[src/rtl/sat_counter.sv]
// Up-counter that sticks at all-ones; clr has priority over inc.
module sat_counter #(
   parameter int WIDTH = 16
) (
   input  logic             clk,
   input  logic             rst,
   input  logic             clr,
   input  logic             inc,
   output logic [WIDTH-1:0] count
);

   localparam logic [WIDTH-1:0] MAX_VAL = {WIDTH{1'b1}};

   // Count register: clear, saturating increment, or hold
   always_ff @(posedge clk or posedge rst) begin
      if (rst) begin
         count <= '0;
      end else if (clr) begin
         count <= '0;
      end else if (inc && (count != MAX_VAL)) begin
         count <= count + WIDTH'(1);
      end
   end

endmodule

[config.mk]
export PLATFORM = sky130hd
export DESIGN_NAME = sat_counter
export DESIGN_NICKNAME = d
export VERILOG_FILES = /design/src/rtl/sat_counter.sv
export SDC_FILE = /design/constraint.sdc
export NUM_CORES = 1
export LEC_CHECK = 0
export ABC_CLOCK_PERIOD_IN_PS = 1600
export CAP_MARGIN = 20
export CELL_PAD_IN_SITES_DETAIL_PLACEMENT = 1
export CELL_PAD_IN_SITES_GLOBAL_PLACEMENT = 1
export CORE_MARGIN = 2
export CORE_UTILIZATION = 33
export CTS_BUF_LIST = sky130_fd_sc_hd__clkbuf_4 sky130_fd_sc_hd__clkbuf_8 sky130_fd_sc_hd__clkbuf_16
export CTS_CLUSTER_DIAMETER = 60
export DETAILED_ROUTE_END_ITERATION = 8
export PLACE_DENSITY = 0.82
export SLEW_MARGIN = 20
export SYNTH_ARGS = -nofsm -noshare
export SYNTH_HDL_FRONTEND = slang
export SYNTH_SLANG_ARGS = --single-unit
[constraint.sdc]
create_clock -name clk -period 1.6 [get_ports clk]
set_input_delay 0.32 -clock clk [delete_from_list [all_inputs] [get_ports clk]]
set_output_delay 0.32 -clock clk [all_outputs]
set_load 0.005 [all_outputs]
==> results.md <==
- The total power divided by cell area is 467 mW/mm^2.
- In this run the cell area of the synthesized design comes to 932 um^2.
- For this run, the register share of the synthesized area comes to 0.430.
- The floorplan has 19 rows.
- The number of primary I/O pins is 20.
- The iteration count of the initial detailed-routing pass is 5.
- The largest registers in the layout are count: 16 flops.
- The number of max-capacitance violations reported is 0.
- Timing would allow up to 558 MHz.
- The number of pins exceeding their max-slew limit in the final report is 0.
- The number of global-route vias before repair came to 1245.
- The final estimated routing congestion in global placement is 0.789.
- The final design instance area without fill is 0.00170 mm^2.
- The clock skew after layout is 0.00136 ns.
- Clock tree synthesis inserted a total of 3 buffers.
- The clock drives 16 sinks.
- In this design, the critical path's most frequently occurring cell is or4_4.
- On the worst path, the slowest cell contributes a delay of 0.57 ns.
- The total buffers and inverters traversed by the critical path is 0.
- The number of nets in the layout is between 150 and 200.
- In this run the tightest slew margin relative to its limit is 0.781.
- The netlist uses 29 different library cells.
- The CTS tree is built.
- The number of diodes added for antenna fixing is 0.
- For this run, the total global-route usage over all layers was measured as 0.237.
- The type of origin of the critical path is a register.
- The floorplan step defined a core boundary enclosing 0.00271 mm^2.
- The number of nets with antenna violations after detailed routing is 0.
- The commonest cells after synthesis are dfrtp_1, a21oi_1, nand3_1.
- The later pin in the worst-skew pair is clocked with a latency of 0.29 ns.
- The fraction of final layout cells with drive strength greater than 1 is 0.476.
- The hold violation count in the final report is 0.
- The biggest area consumer among synthesized cells is dfrtp_1.
- The mean instance size in the synthesized netlist is 9.23 um^2.
- The pin count of the biggest net entering global routing is 17.
- The clock transition at the registers of the reported paths is approximately 0.10 ns.
- The worst setup path is captured at a register.
- The async set or reset register ratio after synthesis is 1.00.
- The post-synthesis instance total is 101.
- Data on the critical path is required at its endpoint by 1.83 ns.
- The number of design-rule violations left by the first detailed-router iteration is 25.
- The hold buffer count at cts is 0.
- The critical path class is reg2reg.
- The effective utilization at floorplan is 0.344.
- The clock tree buffer depth is 2.
- The worst endpoint data arrival time is 2.02 ns.
- The register with the most flip-flops in the layout has 16 of them.
- Summed over all layers, the global routing overflow is 0.
- VDD sags by at most 0.604 mV.
- The flow ran to the end, but the final reports show violations.
- The multi-input gate area in the final layout is 609 um^2.
- The number of levels the H-tree was split into is 1.
- Setup violations remaining at the end of the flow were counted as 12.
- For this run, the number of Yosys warnings is 0.
- The share of the core filled with cells in the final layout is 0.626.
- The signal on the critical path passes through nand4_1 -> or4_4 -> or4_4 -> a21oi_2.
- In this run the vertical extent of the chip is ~57 um.
- The final period utilization is 1.12.
- After detailed placement, the total cell area comes to 0.00140 mm^2.
- For this run, the leading register cell type out of synthesis is dfrtp_1.
- The final reports fail on setup timing.
- The first global-routing pass estimated roughly 5.9 mm of wire.
- In this run, synthesis inferred 0 flip-flops with an integrated enable.
- The wire-length estimate of the detail-placed layout is 2.48 mm.
- The cell with the largest stage delay on the worst path is or4_4.
- Among all cell types in the netlist, the one instantiated most often is dfrtp_1.
- During placement, the flow inserted port buffers numbering 19.
- In this design, the largest share of critical-path delay is due to simple AND/OR/NAND/NOR gates.
- The die area is 0.00327 mm^2.
- By area the synthesized netlist is led by dfrtp_1, a21oi_1, or4_1.
- The worst hold-check path type is in2async.
- The average detailed-routed wire length per instance is ~20 um.
- In the routed layout, each cell is associated on average with a via count of 5.75.
- The area share of the largest cell type after synthesis is 0.430.
- When the netlist entered floorplanning its net count stood at 106.
- The sum of negative setup slack is -1.02 ns.
- For the pin with the worst max-slew slack, the measured transition is about 0.32 ns.
- After synthesis the netlist holds a flip-flop and latch count of 16.
- In the routed design, unresolved DRC markers number 0.
- The root buffer cell chosen for the clock tree is clkbuf_4.
- In this run the horizontal extent of the chip is 57.1 um.
- The routed design has 3.89 mm of wire.
- The most flop-heavy register is count.
- For the finished layout, the period the worst path requires is 1.79 ns.
- The initial antenna violation count is 0.
- Compared with the post-synthesis result, the final layout area differs by 81.9%.
- Summed over all cells, the static leakage comes to about 0.87 nW.
- Setup slack on the critical path of the routed design comes to -0.191 ns.
- The number of filler instances in the final layout is around 310.
- The top fanout value on the critical path is 5.
- Summing all flip-flop and latch instances after layout gives 404 um^2.
- Setup repair after global routing could not meet its margin everywhere.
- The via total after detailed routing is 1144.
==> repair_timing <==
item / in CTS / in global routing
endpoints found under the hold margin: 0 / 0
pin swaps: 5 / 6
endpoints found under the setup margin: 25 / 21
setup buffers: 8 / 8
resized for setup: 25 / 28
==> path summary, 6_finish.rpt <==
| path | cells past startpoint | start | endpoint | slack (ns) |
|---|---|---|---|---|
| setup / recovery | 4 | count[2]$_DFFE_PP0P_ | count[13]$_DFFE_PP0P_ | -0.19 |
| hold / removal | 3 | rst | count[0]$_DFFE_PP0P_ | 0.37 |
| setup reg to reg | 4 | count[2]$_DFFE_PP0P_ | count[13]$_DFFE_PP0P_ | -0.19 |
| hold reg to reg | 2 | count[15]$_DFFE_PP0P_ | count[15]$_DFFE_PP0P_ | 0.64 |
| max in group asynchronous | 3 | rst | count[7]$_DFFE_PP0P_ | 1.02 |
| min in group clk | 2 | count[15]$_DFFE_PP0P_ | count[15]$_DFFE_PP0P_ | 0.64 |
==> cells by family after synthesis <==
group                    after synthesis  share of synthesized area
AND/OR/NAND/NOR                       49                      0.326
flip-flops                            16                      0.430
multiplexers                           3                     0.0349
buffers and inverters                  7                     0.0389
adder cells (fa/ha/maj)                1                     0.0134
AO/OA/AOI/OAI                         25                      0.157
==> placed cells by master (no fill, tap or decap), types with 3 or more instances in the layout <==
cell type / count
a21oi_1: 6
a21oi_2: 6
buf_4: 36
buf_6: 12
clkbuf_4: 3
clkdlybuf4s50_1: 4
dfrtp_1: 13
dfrtp_2: 3
dlygate4sd2_1: 10
dlymetal6s2s_1: 5
inv_1: 3
nand2_1: 4
nand3_1: 7
nand4_1: 4
nor2_1: 3
nor2b_1: 3
o21ai_0: 3
o31ai_1: 4
or3_1: 6
or4_1: 3
or4_4: 5
==> metal layers <==
| layer | vias to the layer above | share of wire | GRT usage |
|---|---|---|---|
| met5 | - | 0 | 0 |
| met4 | 0 | 0.026 | 0.0432 |
| met3 | 12 | 0.030 | 0.0612 |
| met2 | 27 | 0.57 | 0.481 |
| met1 | 576 | 0.38 | 0.239 |
| li1 | 529 | - | - |
==> per-stage QoR <==
step	worst slack, ns	cells	hold WS, ns	power [mW]
after floorplan	-0.134	101	0.234	0.457
after global placement	-0.387	180	0.632	0.497
after detailed placement	-0.444	180	0.653	0.502
after CTS	-0.133	192	0.327	0.793
after global routing	-0.249	199	0.370	0.824
final	-0.191	199	0.367	0.792
==> layout make-up <==
type / count / area share
Multi-Input combinational cell: 78 / 0.359
Timing Repair Buffer: 67 / 0.351
Clock buffer: 4 / 0.0214
Sequential cell: 16 / 0.238
Tap cell: 31 / 0.0229
Inverter: 3 / 0.00664
==> power by group <==
part	leakage, nW	internal [mW]	switching [mW]	total, mW
clock	0.0210	0.139	0.140	0.279
sequential	0.217	0.409	0.00722	0.416
combinational	0.634	0.0515	0.0459	0.0974
total	0.872	0.599	0.193	0.792
==> worst min-delay path: stages <==
cell and delay (ns):
clkdlybuf4s50_1 0.40, inv_1 0.07, buf_4 0.25
Power figures use the tool's default switching activity.
